### config.mk
export PLATFORM = sky130hd
export DESIGN_NAME = v810_ebi_target_flat
export DESIGN_NICKNAME = d
export VERILOG_FILES = /design/src/rtl/v810_ebi_if.sv /design/src/rtl/v810_ebi_target.sv /design/src/flat_wrapper.sv
export SDC_FILE = /design/constraint.sdc
export NUM_CORES = 1
export LEC_CHECK = 0
export CAP_MARGIN = 30
export CORE_AREA = 2 2 94 96
export DETAILED_ROUTE_END_ITERATION = 7
export DIE_AREA = 0 0 96 98
export PLACE_DENSITY = 0.86
export SYNTH_ARGS = -nofsm -noshare
export SYNTH_HDL_FRONTEND = slang
export SYNTH_SLANG_ARGS = --single-unit
export TNS_END_PERCENT = 20
### constraint.sdc
create_clock -name CLK -period 4.95 [get_ports CLK]
set_input_delay 0.99 -clock CLK [delete_from_list [all_inputs] [get_ports CLK]]
set_output_delay 0.99 -clock CLK [all_outputs]
set_load 0.005 [all_outputs]
### src/rtl/v810_ebi_if.sv
// V810 MAU bus interfaces: CPU-side cycle signals and the SRAM-side strobes.
// The target connects to the slave side of the CPU bus and the master side of the memory bus.

interface v810_cpu_if;
    logic [31:0] A;
    logic [31:0] D_I;
    logic [31:0] D_O;
    logic [3:0]  BEn;
    logic [1:0]  ST;
    logic        DAn;
    logic        MRQn;
    logic        RW;
    logic        BCYSTn;
    logic        READYn;
    logic        SZRQn;

    modport master (
        output A, D_I, BEn, ST, DAn, MRQn, RW, BCYSTn,
        input  D_O, READYn, SZRQn
    );

    modport slave (
        input  A, D_I, BEn, ST, DAn, MRQn, RW, BCYSTn,
        output D_O, READYn, SZRQn
    );
endinterface

interface v810_mem_if #(
    parameter int NREG = 2
);
    logic [29:0]     MEM_A;
    logic [NREG-1:0] MEM_nCE;
    logic            MEM_nWE;
    logic [3:0]      MEM_nBE;
    logic [31:0]     MEM_DI;
    logic [31:0]     MEM_DO;

    modport master (
        output MEM_A, MEM_nCE, MEM_nWE, MEM_nBE, MEM_DI,
        input  MEM_DO
    );

    modport slave (
        input  MEM_A, MEM_nCE, MEM_nWE, MEM_nBE, MEM_DI,
        output MEM_DO
    );
endinterface

### src/rtl/v810_ebi_target.sv
// V810 external-bus target: window decode, per-window wait states and 16/32-bit width,
// READYn/SZRQn generation, byte-lane steering and a sticky unmapped-access error flag.

module v810_ebi_target #(
    parameter int                 NREG     = 2,
    parameter logic [NREG*32-1:0] REG_BASE = {32'h8000_0000, 32'h0000_0000},
    parameter logic [NREG*32-1:0] REG_MASK = {32'h8000_0000, 32'h8000_0000},
    parameter logic [NREG*4-1:0]  REG_WS   = {4'd0, 4'd0},
    parameter logic [NREG-1:0]    REG_DW16 = 2'b00,
    parameter int                 UNMAP_WS = 2
) (
    input  logic              CLK,
    input  logic              RES,
    input  logic              CE,
    v810_cpu_if.slave         cpu,
    v810_mem_if.master        mem,
    output logic              ERR,
    output logic [31:0]       ERR_ADDR
);

    localparam int IW = (NREG > 1) ? $clog2(NREG) : 1;

    localparam logic [1:0] S_IDLE = 2'd0;
    localparam logic [1:0] S_WAIT = 2'd1;
    localparam logic [1:0] S_DONE = 2'd2;

    logic [1:0]    r_state;
    logic [3:0]    r_cnt;
    logic [29:0]   r_addr;
    logic [3:0]    r_ben;
    logic          r_rw;
    logic          r_hitValid;
    logic          r_unmap;
    logic [IW-1:0] r_hit;
    logic          r_daSeen;
    logic          r_err;
    logic [31:0]   r_errAddr;

    logic          w_hit;
    logic [IW-1:0] w_hitIdx;
    logic [3:0]    w_wsLoad;
    logic          w_start;
    logic          w_ready;
    logic          w_abort;
    logic          w_dw16;
    logic          w_upper;
    logic [1:0]    w_laneBen;
    logic          w_unusedSt;

    // Scanning downwards lets the lowest-index matching window win.
    always_comb begin
        w_hit    = 1'b0;
        w_hitIdx = '0;
        for (int i = NREG - 1; i >= 0; i--) begin
            if ((cpu.A & REG_MASK[i*32 +: 32]) == REG_BASE[i*32 +: 32]) begin
                w_hit    = 1'b1;
                w_hitIdx = IW'(i);
            end
        end
    end

    always_comb begin
        w_wsLoad = 4'(UNMAP_WS);
        if (cpu.MRQn)
            w_wsLoad = 4'd0;
        else if (w_hit)
            w_wsLoad = REG_WS[{w_hitIdx, 2'b00} +: 4];
    end

    assign w_start    = ((r_state == S_IDLE) || (r_state == S_DONE)) && !cpu.BCYSTn;
    assign w_ready    = (r_state == S_WAIT) && (r_cnt == 4'd0) && !cpu.DAn;
    assign w_abort    = (r_state == S_WAIT) && cpu.DAn && r_daSeen;
    assign w_dw16     = r_hitValid && REG_DW16[r_hit];
    assign w_upper    = (r_ben[1:0] == 2'b11);
    assign w_laneBen  = w_upper ? r_ben[3:2] : r_ben[1:0];
    assign w_unusedSt = ^cpu.ST;

    // A start in DONE is accepted exactly like one in IDLE so back-to-back cycles lose no clock.
    always_ff @(posedge CLK or posedge RES) begin
        if (RES) begin
            r_state    <= S_IDLE;
            r_cnt      <= 4'd0;
            r_addr     <= 30'd0;
            r_ben      <= 4'hF;
            r_rw       <= 1'b1;
            r_hitValid <= 1'b0;
            r_unmap    <= 1'b0;
            r_hit      <= '0;
            r_daSeen   <= 1'b0;
            r_err      <= 1'b0;
            r_errAddr  <= 32'd0;
        end else if (CE) begin
            case (r_state)
                S_IDLE, S_DONE: begin
                    if (w_start) begin
                        r_state    <= S_WAIT;
                        r_addr     <= cpu.A[31:2];
                        r_ben      <= cpu.BEn;
                        r_rw       <= cpu.RW;
                        r_hitValid <= !cpu.MRQn && w_hit;
                        r_unmap    <= !cpu.MRQn && !w_hit;
                        r_hit      <= w_hitIdx;
                        r_cnt      <= w_wsLoad;
                        r_daSeen   <= !cpu.DAn;
                        if (!cpu.MRQn && !w_hit && !r_err) begin
                            r_err     <= 1'b1;
                            r_errAddr <= cpu.A;
                        end
                    end else begin
                        r_state <= S_IDLE;
                    end
                end
                S_WAIT: begin
                    if (w_ready) begin
                        r_state <= S_DONE;
                    end else if (w_abort) begin
                        r_state <= S_IDLE;
                    end else begin
                        if (r_cnt != 4'd0)
                            r_cnt <= r_cnt - 4'd1;
                        if (!cpu.DAn)
                            r_daSeen <= 1'b1;
                    end
                end
                default: r_state <= S_IDLE;
            endcase
        end
    end

    assign cpu.READYn = !w_ready;
    assign cpu.SZRQn  = !(w_ready && w_dw16 && (r_ben[1:0] != 2'b11) && (r_ben[3:2] != 2'b11));

    // Unmapped reads float high like an empty bus; acknowledge cycles return zero.
    always_comb begin
        cpu.D_O = 32'd0;
        if (r_state == S_WAIT) begin
            if (r_hitValid)
                cpu.D_O = w_dw16 ? {mem.MEM_DO[15:0], mem.MEM_DO[15:0]} : mem.MEM_DO;
            else if (r_unmap)
                cpu.D_O = 32'hFFFF_FFFF;
        end
    end

    always_comb begin
        mem.MEM_nCE = '1;
        if ((r_state == S_WAIT) && r_hitValid)
            mem.MEM_nCE[r_hit] = 1'b0;
    end

    always_comb begin
        mem.MEM_nBE = 4'hF;
        if (r_hitValid)
            mem.MEM_nBE = w_dw16 ? {2'b11, w_laneBen} : r_ben;
    end

    always_comb begin
        mem.MEM_DI = cpu.D_I;
        if (w_dw16)
            mem.MEM_DI = {16'h0000, (w_upper ? cpu.D_I[31:16] : cpu.D_I[15:0])};
    end

    assign mem.MEM_A   = r_addr;
    assign mem.MEM_nWE = !(w_ready && !r_rw && r_hitValid);
    assign ERR         = r_err;
    assign ERR_ADDR    = r_errAddr;

endmodule

### src/flat_wrapper.sv
// flat-port wrapper written by rule: the top's interface ports become plain ports
module v810_ebi_target_flat 
#(
    parameter int                 NREG     = 2,
    parameter logic [NREG*32-1:0] REG_BASE = {32'h8000_0000, 32'h0000_0000},
    parameter logic [NREG*32-1:0] REG_MASK = {32'h8000_0000, 32'h8000_0000},
    parameter logic [NREG*4-1:0]  REG_WS   = {4'd0, 4'd0},
    parameter logic [NREG-1:0]    REG_DW16 = 2'b00,
    parameter int                 UNMAP_WS = 2
)
  (CLK, RES, CE, ERR, ERR_ADDR, cpu_A, cpu_D_I, cpu_BEn, cpu_ST, cpu_DAn, cpu_MRQn, cpu_RW, cpu_BCYSTn, cpu_D_O, cpu_READYn, cpu_SZRQn, mem_MEM_A, mem_MEM_nCE, mem_MEM_nWE, mem_MEM_nBE, mem_MEM_DI, mem_MEM_DO);
  v810_cpu_if cpu_i ();
  v810_mem_if #(.NREG(NREG)) mem_i ();
  input  logic CLK;
  input  logic RES;
  input  logic CE;
  output logic ERR;
  output logic [31:0] ERR_ADDR;
  input wire logic [$bits(cpu_i.A)-1:0] cpu_A;
  input wire logic [$bits(cpu_i.D_I)-1:0] cpu_D_I;
  input wire logic [$bits(cpu_i.BEn)-1:0] cpu_BEn;
  input wire logic [$bits(cpu_i.ST)-1:0] cpu_ST;
  input wire logic [$bits(cpu_i.DAn)-1:0] cpu_DAn;
  input wire logic [$bits(cpu_i.MRQn)-1:0] cpu_MRQn;
  input wire logic [$bits(cpu_i.RW)-1:0] cpu_RW;
  input wire logic [$bits(cpu_i.BCYSTn)-1:0] cpu_BCYSTn;
  output wire logic [$bits(cpu_i.D_O)-1:0] cpu_D_O;
  output wire logic [$bits(cpu_i.READYn)-1:0] cpu_READYn;
  output wire logic [$bits(cpu_i.SZRQn)-1:0] cpu_SZRQn;
  output wire logic [$bits(mem_i.MEM_A)-1:0] mem_MEM_A;
  output wire logic [$bits(mem_i.MEM_nCE)-1:0] mem_MEM_nCE;
  output wire logic [$bits(mem_i.MEM_nWE)-1:0] mem_MEM_nWE;
  output wire logic [$bits(mem_i.MEM_nBE)-1:0] mem_MEM_nBE;
  output wire logic [$bits(mem_i.MEM_DI)-1:0] mem_MEM_DI;
  input wire logic [$bits(mem_i.MEM_DO)-1:0] mem_MEM_DO;
  assign cpu_i.A = cpu_A;
  assign cpu_i.D_I = cpu_D_I;
  assign cpu_i.BEn = cpu_BEn;
  assign cpu_i.ST = cpu_ST;
  assign cpu_i.DAn = cpu_DAn;
  assign cpu_i.MRQn = cpu_MRQn;
  assign cpu_i.RW = cpu_RW;
  assign cpu_i.BCYSTn = cpu_BCYSTn;
  assign cpu_D_O = cpu_i.D_O;
  assign cpu_READYn = cpu_i.READYn;
  assign cpu_SZRQn = cpu_i.SZRQn;
  assign mem_MEM_A = mem_i.MEM_A;
  assign mem_MEM_nCE = mem_i.MEM_nCE;
  assign mem_MEM_nWE = mem_i.MEM_nWE;
  assign mem_MEM_nBE = mem_i.MEM_nBE;
  assign mem_MEM_DI = mem_i.MEM_DI;
  assign mem_i.MEM_DO = mem_MEM_DO;
  v810_ebi_target #(.NREG(NREG), .REG_BASE(REG_BASE), .REG_MASK(REG_MASK), .REG_WS(REG_WS), .REG_DW16(REG_DW16), .UNMAP_WS(UNMAP_WS)) u_core (.CLK(CLK), .RES(RES), .CE(CE), .cpu(cpu_i), .mem(mem_i), .ERR(ERR), .ERR_ADDR(ERR_ADDR));
endmodule
# Word-level counts from Yosys, hierarchy flattened
# Cells that the tools add are included.
[totals]
ram_bits = 0
inputBits = 109
elab_cells = 96
ff_bits = 78
latchBits = 0
mem_count = 0
mem_bits_ro = 0
[classes]
shifts = 1
muxes = 32
reduce_logical = 37
mul = 0
n_bitwise = 1
div_mod_pow = 0
magnitude_cmp = 2
n_eq_ne = 11
addsub = 1
[op_table]
columns = ["operator", "n"]
rows = [
  ["32-bit 2-to-1 mux", 5],
  ["32-bit zero test", 1],
  ["4-bit 2-to-1 mux", 8],
  ["1-bit logical AND", 16],
  ["16-bit 2-to-1 mux", 1],
  ["6-bit AND reduction", 2],
  ["1-bit 2-to-1 mux", 10],
  ["2-bit != test (second input constant)", 5],
  ["1-bit zero test", 9],
  ["2-bit 2-to-1 mux", 4],
  ["4-bit one-hot mux with 2 select lines", 1],
  ["8-bit by 4-bit indexed part select with 4-bit output (first input constant)", 1],
  ["2-bit equality test (second input constant)", 2],
  ["4-bit zero test", 1],
  ["2-bit by 1-bit != test with 1-bit output (second input constant)", 2],
  ["2-bit one-hot mux with 2 select lines", 1],
  ["4-bit AND reduction", 1],
  ["4-bit nonzero test", 1],
  ["4-bit by 1-bit subtractor with 4-bit output (second input constant)", 1],
  ["3-bit by 1-bit != test with 1-bit output (second input constant)", 1],
  ["3-bit AND reduction", 1],
  ["2-bit by 1-bit equality test with 1-bit output (second input constant)", 1],
  ["2-bit zero test", 1],
  ["1-bit by 2-bit less-than comparator with 1-bit output (second input constant)", 1],
  ["8 further kinds", 8],
]

# Logic depth before layout (Yosys ltp)
# Gate-level depths: netlist of the first run.
[depth]
depth_word = 7
depth_mapped = 7

# Worst setup path after synthesis of the first run
# Ideal clock, no wire load.
[synth_timing]
path_type = "input-to-output"
start = "input port cpu_DAn"
end = "output port mem_MEM_nWE"
stages = 1
arrival_ps = 1503
n_path_buf = 0
required_time_ps = 3960
slack_ps = 2457
cell_sequence = "or4_1"
[synth_between]
elab_chain_len = 5
[synth_rtl]
columns = ["item", "line_no", "rtl"]
rows = [
  ["start, declared", "flat_wrapper.sv:23", "input wire logic [$bits(cpu_i.DAn)-1:0] cpu_DAn;"],
  ["1-bit zero test", "v810_ebi_target.sv:71", "assign w_ready = (r_state == S_WAIT) && (r_cnt == 4'd0) && !cpu.DAn;"],
  ["1-bit logical AND", "v810_ebi_target.sv:71", ""],
  ["1-bit logical AND (2 in a row)", "v810_ebi_target.sv:163", "assign mem.MEM_nWE = !(w_ready && !r_rw && r_hitValid);"],
  ["1-bit zero test", "v810_ebi_target.sv:163", ""],
  ["end, declared", "flat_wrapper.sv:32", "output wire logic [$bits(mem_i.MEM_nWE)-1:0] mem_MEM_nWE;"],
]
# No other way between the ends.

# Worst setup path after layout of the first run
# Same ends and word-level chain as after synthesis.

==> results of run 1 <==
-- per-stage QoR --
stage | instances | hold WS, ns
floorplan | 338 | 0.4356
global placement | 513 | 0.4468
detailed placement | 513 | 0.4477
CTS | 521 | 0.4631
global route | 521 | 0.4744
finish | 521 | 0.4595
-- area by class of cell --
class	count	area, um2	share of cell area
Tap cell	108	135.1	0.03612
Sequential cell	43	1082	0.2893
Clock inverter	1	5.005	0.001338
Multi-Input combinational cell	211	965.9	0.2582
Clock buffer	7	86.33	0.02308
Timing Repair Buffer	145	1444	0.3860
Inverter	6	22.52	0.006020
-- critical path: cells and delay by family --
kind                   cells  cell delay [ns]
buffers and inverters      2             0.94
AND/OR/NAND/NOR            1             0.51
-- state kept, by name, indices dropped and copies added, names as in the netlist --
signal / count
u_core.r_state: 2
u_core.mem.MEM_A: 30
u_core.r_hitValid: 1
u_core.r_ben: 4
u_core.r_rw: 1
u_core.r_cnt: 4
u_core.r_daSeen: 1
-- cell usage in the layout, fill, tap and decap left out, drive strengths merged, types with 2 or more instances in the layout --
master         Yosys  routed
clkdlybuf4s50      0     142
nand2            109     109
dfrtp             38      38
conb               2      34
and2              33      33
clkbuf             8       7
nand2b             6       6
nor2               6       6
inv                6       6
dfstp              5       5
a21oi              4       4
o21ai              4       4
buf               70       3
or3                2       2
nand3              2       2
-- final timing paths --
path | startpoint | endpoint | slack [ns]
setup / recovery | cpu_DAn | mem_MEM_nWE | 1.52
hold / removal | u_core.r_ben[1]$_DFFE_PP1P_ | u_core.r_ben[1]$_DFFE_PP1P_ | 0.46
setup reg to reg | u_core.r_state[0]$_DFFE_PP0P_ | u_core.r_cnt[2]$_DFFE_PP0P_ | 3.21
hold reg to reg | u_core.r_ben[1]$_DFFE_PP1P_ | u_core.r_ben[1]$_DFFE_PP1P_ | 0.46
max in group asynchronous | RES | u_core.r_cnt[3]$_DFFE_PP0P_ | 3.15
min in group asynchronous | RES | u_core.mem.MEM_A[24]$_DFFE_PP0P_ | 1.22
-- logic make-up after synthesis --
| kind of cell | count (synthesis) | share of synthesized area |
|---|---|---|
| flip-flops | 43 | 0.4340 |
| AND/OR/NAND/NOR | 163 | 0.2945 |
| buffers and inverters | 84 | 0.2288 |
| adder cells (fa/ha/maj) | 1 | 0.005017 |
| AO/OA/AOI/OAI | 12 | 0.03011 |
| multiplexers | 1 | 0.004515 |
| other | 2 | 0.003012 |
-- metal layers --
layer	global-route usage	vias up	routed length, um
met1	0.1481	996	2425
li1	-	1045	-
met5	0	-	0
met2	0.2382	121	3328
met4	0.03736	0	38
met3	0.04630	8	672
-- report_power, final --
group          internal, W  total [W]  switching [W]
registers         0.000537   0.000648       0.000111
logic             0.000627    0.00101       0.000380
clock network     0.000113   0.000226       0.000113
==> impl_metrics.yaml, run 1 <==
run_status:
  outcome: "finished clean"
clock_network:
  clkSlewWorstSetupHoldPaths_ns: 0.08
  htree_levels: 2
  cts_buffer_depth: 2
  ctsResizeCount: 0
  cts_tree: "built"
  postCtsSetupBuffers: 0
  clk_latency_ns: 0.29
  cts_sinks: 43
  cts_root_buf: "clkbuf_8"
  cts_made_buffers: 5
  holdBufCountCts: 0
placement:
  place_congestion: 0.7584
  io_buffers: 142
  dp_slack_ns: 1.522
  place_area_mm2: 0.003650
  dp_hpwl_um: 5013
critical_path:
  r2r_cells: 5
  critical_path_class: "in -> out"
  cp-start-kind: "primary input"
  cpPeakStageDelay_ns: 0.51
  cp_slowest_cell: "or4_1"
  worst_path_most_repeated_cell: "clkdlybuf4s50_1"
  cp-end-kind: "output pin"
  crit_path_cell_trace: "clkdlybuf4s50_1 -> or4_1 -> clkdlybuf4s50_1"
  crit_fanout: 5
  required_ns: 3.96
  arrival_ns: 2.44
yosys:
  yosysMostFrequentCell: "nand2_1"
  syn_area_mm2: 0.002494
  ys_types: 26
  synth_top_area_cell: "dfrtp_1"
  ys_seq_area_frac: 0.4340
  synth_seq_cells: 43
  synth_area_leaders: "dfrtp_1, buf_4, nand2_1"
  synth_warnings: 0
  async_flop_share: 1.000
  yosys.area.top_type_share: 0.3813
  syn_area_per_cell_um2: 8.149
  synth_cells: 306
  synth_edf_count: 0
  synth_ff_type: "dfrtp_1"
  yosys-top-cells-count: "nand2_1, buf_4, dfrtp_1, and2_1, clkbuf_1"
floorplan:
  die_h_um: 98
  dieArea_mm2: 0.009408
  rows: 34
  core_mm2: 0.008466
  start_util: 0.2946
  ios: 245
  die_width_um: 96
finish:
  area_growth_pct: 50.03
  fin_util: 0.4419
  drive_above_1_share: 0.04843
  fillers: 838
  diodes: 0
  fin_nets: 522
  fin_area_mm2: 0.003741
route:
  vias_per_cell: 4.165
  wl_per_cell_um: 12.40
  drt-total-wl_um: 6463
  initialDrtViolationCount: 76
  num_vias: 2170
  ant_nets: 0
  drcViolationCount: 0
  dr.pass1.iters: 4
pwr:
  power_density_mw_per_mm2: 502.9
  peakVddDrop_v: 0.0002353
  power_w: 0.001881
  leakage_nw: 1.736
global_route:
  grt_antenna_before_repair: 0
  grt_max_degree: 44
  grt_use_total: 0.1337
  grt_pass1_vias: 2092
  grt_overflow: 0
  grt_pass1_wl_um: 10010
sta:
  setup_violations: 0
  finClkSkew_ns: 0.008969
  worstMarginPinSlew_ns: 0.9114
  fin_crit_sh: 0.6927
  finalWorstSetupSlack_ns: 1.521
  period_needed_ns: 3.429
  tns_ns: 0
  fmax_mhz: 291.6
  maxSlewHeadroom: 0.3915
  rsz0062_at_grt: "false"
  finalHoldViolations: 0
  timing_max_transition_violations_final: 0
flow_run:
  cap_violations: 0
hold_path:
  hp-class: "reg -> reg"
  hold_path_depth: 2
(Power assumes the default switching activity.)
==> run 2, diff against run 1 <==
--- a/config.mk
+++ b/config.mk
@@ -6,10 +6,10 @@
 export NUM_CORES = 1
 export LEC_CHECK = 0
 export CAP_MARGIN = 30
-export CORE_AREA = 2 2 94 96
+export CORE_AREA = 2 2 95 97
 export DETAILED_ROUTE_END_ITERATION = 7
-export DIE_AREA = 0 0 96 98
-export PLACE_DENSITY = 0.86
+export DIE_AREA = 0 0 97 99
+export PLACE_DENSITY = 0.84
 export SYNTH_ARGS = -nofsm -noshare
 export SYNTH_HDL_FRONTEND = slang
 export SYNTH_SLANG_ARGS = --single-unit
==> constraint.sdc (replaced) <==
create_clock -name CLK -period 3.4 [get_ports CLK]
set_input_delay 0.68 -clock CLK [delete_from_list [all_inputs] [get_ports CLK]]
set_output_delay 0.68 -clock CLK [all_outputs]
set_load 0.005 [all_outputs]
==> impl_metrics.yaml, run 2 (same netlist as run 1, synthesis figures left out) <==
sta:
  finClkSkew_ns: 0.007536
  worstMarginPinSlew_ns: 0.8888
  fmax_mhz: 326.2
  fin_hold_ws_ns: 0.4624
  period_needed_ns: 3.065
  tns_ns: 0
  timing_max_transition_violations_final: 0
  rsz0062_at_grt: "false"
  setup_violations: 0
  maxSlewHeadroom: 0.4066
  fin_crit_sh: 0.9016
  finalHoldViolations: 0
floorplan:
  dieArea_mm2: 0.009603
  die_width_um: 97
  core_mm2: 0.008551
  rows: 34
  die_h_um: 99
  start_util: 0.2916
  ios: 245
global_route:
  grt_max_degree: 44
  grt_pass1_vias: 2229
  grt_antenna_before_repair: 0
  grt_use_total: 0.1470
  grt_overflow: 0
  grt_pass1_wl_um: 11270
route:
  num_vias: 2213
  wl_per_cell_um: 14.02
  drcViolationCount: 0
  vias_per_cell: 4.239
  drt-total-wl_um: 7319
  dr.pass1.iters: 4
  initialDrtViolationCount: 69
  ant_nets: 0
placement:
  dp_hpwl_um: 5974
  numPlacedInstances: 514
  io_buffers: 142
  place_congestion: 0.8084
clock_network:
  htree_levels: 2
  clk_latency_ns: 0.29
  clkSlewWorstSetupHoldPaths_ns: 0.09
  cts_made_buffers: 5
  cts_sinks: 43
  cts_buffer_depth: 2
  cts_tree: "built"
  cts_root_buf: "clkbuf_8"
  ctsResizeCount: 0
  holdBufCountCts: 0
  postCtsSetupBuffers: 0
pwr:
  leakage_nw: 1.752
  power_density_mw_per_mm2: 755.0
  peakVddDrop_v: 0.0005665
  power_w: 0.002846
finish:
  largest_reg_flops: 30
  multi_input_area_um2: 965.9
  final_cells: 522
  fillers: 822
  layout_commonest_cell: "clkdlybuf4s50_1"
  fin_nets: 523
  seq_area_mm2: 0.001082
  drive_above_1_share: 0.05314
  diodes: 0
  layout_common_cells: "clkdlybuf4s50_1, nand2_1, dfrtp_1"
  area_growth_pct: 51.18
run_status:
  outcome: "finished clean"
critical_path:
  crit_fanout: 8
  cp-start-kind: "flop"
  r2r_cells: 4
  cp-end-kind: "output pin"
  arrival_ns: 2.39
  required_ns: 2.72
  critical_path_class: "reg -> out"
flow_run:
  cap_violations: 0
hold_path:
  hp-class: "reg -> reg"
  hold_path_depth: 2
-- run 2: layout make-up --
class / count / share of cell area
sequential: 43 / 0.2871
clock inverter: 3 / 0.01162
inverter: 6 / 0.005974
timing repair buffer: 146 / 0.3850
clock buffer: 5 / 0.01825
tap: 108 / 0.03584
multi-input combinational: 211 / 0.2562
-- run 2: metal layers --
metal / share of wire / vias up / GRT usage
li1: - / 1044 / -
met1: 0.36 / 1013 / 0.1492
met2: 0.53 / 140 / 0.2794
met3: 0.088 / 16 / 0.04965
met4: 0.022 / 0 / 0.05309
met5: 0 / - / 0
-- run 2: final timing paths --
| check | slack (ns) | from | endpoint |
|---|---|---|---|
| max in group asynchronous | 1.95 | RES | u_core.mem.MEM_A[9]$_DFFE_PP0P_ |
| worst min-delay path | 0.46 | u_core.r_ben[3]$_DFFE_PP1P_ | u_core.r_ben[3]$_DFFE_PP1P_ |
| worst max register to register | 1.66 | u_core.r_state[0]$_DFFE_PP0P_ | u_core.mem.MEM_A[7]$_DFFE_PP0P_ |
| min in group asynchronous | 0.90 | RES | u_core.mem.MEM_A[15]$_DFFE_PP0P_ |
| worst min register to register | 0.46 | u_core.r_ben[3]$_DFFE_PP1P_ | u_core.r_ben[3]$_DFFE_PP1P_ |
| worst max-delay path | 0.33 | u_core.r_cnt[0]$_DFFE_PP0P_ | mem_MEM_nWE |
-- run 2: critical path: stages (launching register included) --
cell and delay, ns:
dfrtp_1 0.41, inv_1 0.08, ha_1 0.17, nand2b_1 0.08, or3_1 0.43, or4_1 0.45, clkdlybuf4s50_1 0.46
-- run 2: power breakdown --
group	switching [W]	internal (W)
clock	0.000183	0.000219
sequential	0.000155	0.000781
combinational	0.000591	0.000917
-- run 2: per-stage QoR --
stage                     setup slack (ns)  instance area [um2]  utilization
final                               0.3345                 3770       0.4409
after global routing                0.2300                 3770       0.4409
after CTS                           0.3140                 3770       0.4409
after detailed placement            0.5574                 3657       0.4277
after global placement              0.5475                 3657       0.4277
after floorplan                      1.226                 2614            -
==> run 3, diff against run 2 <==
--- a/config.mk
+++ b/config.mk
@@ -9,6 +9,7 @@
 export CORE_AREA = 2 2 95 97
 export DETAILED_ROUTE_END_ITERATION = 7
 export DIE_AREA = 0 0 97 99
+export MAX_ROUTING_LAYER = met4
 export PLACE_DENSITY = 0.84
 export SYNTH_ARGS = -nofsm -noshare
 export SYNTH_HDL_FRONTEND = slang
==> impl_metrics.yaml, run 3 (same netlist as run 1, synthesis figures left out) <==
run_status:
  outcome: "finished clean"
clock_network:
  holdBufCountCts: 0
  ctsResizeCount: 0
  cts_made_buffers: 5
  clk_latency_ns: 0.29
  clkSlewWorstSetupHoldPaths_ns: 0.09
  postCtsSetupBuffers: 0
  cts_buffer_depth: 2
  cts_tree: "built"
  cts_root_buf: "clkbuf_8"
  htree_levels: 2
  cts_sinks: 43
hold_path:
  hp-class: "reg -> reg"
  hold_path_depth: 2
critical_path:
  arrival_ns: 2.39
  required_ns: 2.72
  cp-end-kind: "output pin"
  cpPeakStageDelay_ns: 0.46
  path_depth: 6
  cp.buffers_inverters: 2
  critical_path_class: "reg -> out"
  crit_path_cell_trace: "inv_1 -> ha_1 -> nand2b_1 -> or3_1 -> or4_1 -> clkdlybuf4s50_1"
  cp_slowest_cell: "clkdlybuf4s50_1"
  crit_fanout: 8
  crit_family: "simple AND/OR/NAND/NOR gates"
  cp-start-kind: "flop"
  r2r_cells: 4
floorplan:
  die_width_um: 97
  rows: 34
  ios: 245
  start_util: 0.2916
  core_mm2: 0.008551
  dieArea_mm2: 0.009603
  die_h_um: 99
sta:
  fmax_mhz: 325.9
  rsz0062_at_grt: "false"
  finClkSkew_ns: 0.006335
  period_needed_ns: 3.068
  timing_max_transition_violations_final: 0
  worstMarginPinSlew_ns: 0.8872
  finalHoldViolations: 0
  setup_violations: 0
  finalWorstSetupSlack_ns: 0.3320
  fin_crit_sh: 0.9023
  tns_ns: 0
  maxSlewHeadroom: 0.4077
pwr:
  peakVddDrop_v: 0.0005632
  power_w: 0.002845
  leakage_nw: 1.752
  power_density_mw_per_mm2: 754.8
placement:
  io_buffers: 142
  dp_hpwl_um: 5974
  dp_slack_ns: 0.5574
  place_area_mm2: 0.003657
  place_congestion: 0.8202
global_route:
  grt_antenna_before_repair: 0
  grt_use_total: 0.1518
  grt_pass1_vias: 2234
  grt_overflow: 0
  grt_pass1_wl_um: 11280
  grt_max_degree: 44
finish:
  diodes: 0
  area_growth_pct: 51.18
  fin_util: 0.4409
  layout_common_cells: "clkdlybuf4s50_1, nand2_1, dfrtp_1"
  fin_nets: 523
  drive_above_1_share: 0.05314
  layout_commonest_cell: "clkdlybuf4s50_1"
  fin_area_mm2: 0.003770
  largest_reg_flops: 30
route:
  vias_per_cell: 4.228
  wl_per_cell_um: 14.03
  initialDrtViolationCount: 82
  ant_nets: 0
  num_vias: 2207
  drt-total-wl_um: 7325
  drcViolationCount: 0
  wl_met2_um: 3909
  top_layer_used: "met4"
  met1_length_um: 2703
  dr.pass1.iters: 5
  wl_met3_um: 555
flow_run:
  cap_violations: 0
run 3: cell counts in the layout (fill, tap and decap cells not counted):
No cell type changed its count.
run 3: layout make-up:
type | count | area [um2]
Clock buffer | 5 | 68.82
Timing Repair Buffer | 146 | 1451
Tap cell | 108 | 135.1
Sequential cell | 43 | 1082
Clock inverter | 3 | 43.79
Fill cell | 822 | 4781
Multi-Input combinational cell | 211 | 965.9
Inverter | 6 | 22.52
run 3: where the power goes:
group | total, W | internal, W | leakage [nW] | switching (W)
sequential | 0.000936 | 0.000781 | 0.523 | 0.000154
combinational | 0.00151 | 0.000917 | 1.17 | 0.000591
clock | 0.000402 | 0.000219 | 0.0581 | 0.000183
total | 0.00285 | 0.00192 | 1.75 | 0.000928
run 3: worst paths after layout:
kind | from | to | slack, ns
worst min register to register | u_core.r_ben[3]$_DFFE_PP1P_ | u_core.r_ben[3]$_DFFE_PP1P_ | 0.46
worst max register to register | u_core.r_state[0]$_DFFE_PP0P_ | u_core.mem.MEM_A[7]$_DFFE_PP0P_ | 1.66
worst max-delay path | u_core.r_cnt[0]$_DFFE_PP0P_ | mem_MEM_nWE | 0.33
min in group asynchronous | RES | u_core.mem.MEM_A[24]$_DFFE_PP0P_ | 0.90
worst min-delay path | u_core.r_ben[3]$_DFFE_PP1P_ | u_core.r_ben[3]$_DFFE_PP1P_ | 0.46
max in group asynchronous | RES | u_core.mem.MEM_A[9]$_DFFE_PP0P_ | 1.95
run 3: worst register-to-register path, stage by stage, from the launching register on:
cell and delay, ns:
dfrtp_1 0.45, nand3b_1 0.60, buf_4 0.44, nand2_1 0.10, nand2_1 0.06
run 3: metal layers:
layer  vias to the layer above  track usage
met5                         -            -
met1                      1012       0.1545
li1                       1043            -
met3                        14      0.04043
met4                         0      0.05309
met2                       138       0.2810
run 3: per-stage QoR:
| step | instances | hold slack, ns |
|---|---|---|
| finish | 522 | 0.4622 |
| global route | 522 | 0.4834 |
| CTS | 522 | 0.4663 |
| detailed placement | 514 | 0.4510 |
| global placement | 514 | 0.4439 |
| floorplan | 338 | 0.4356 |
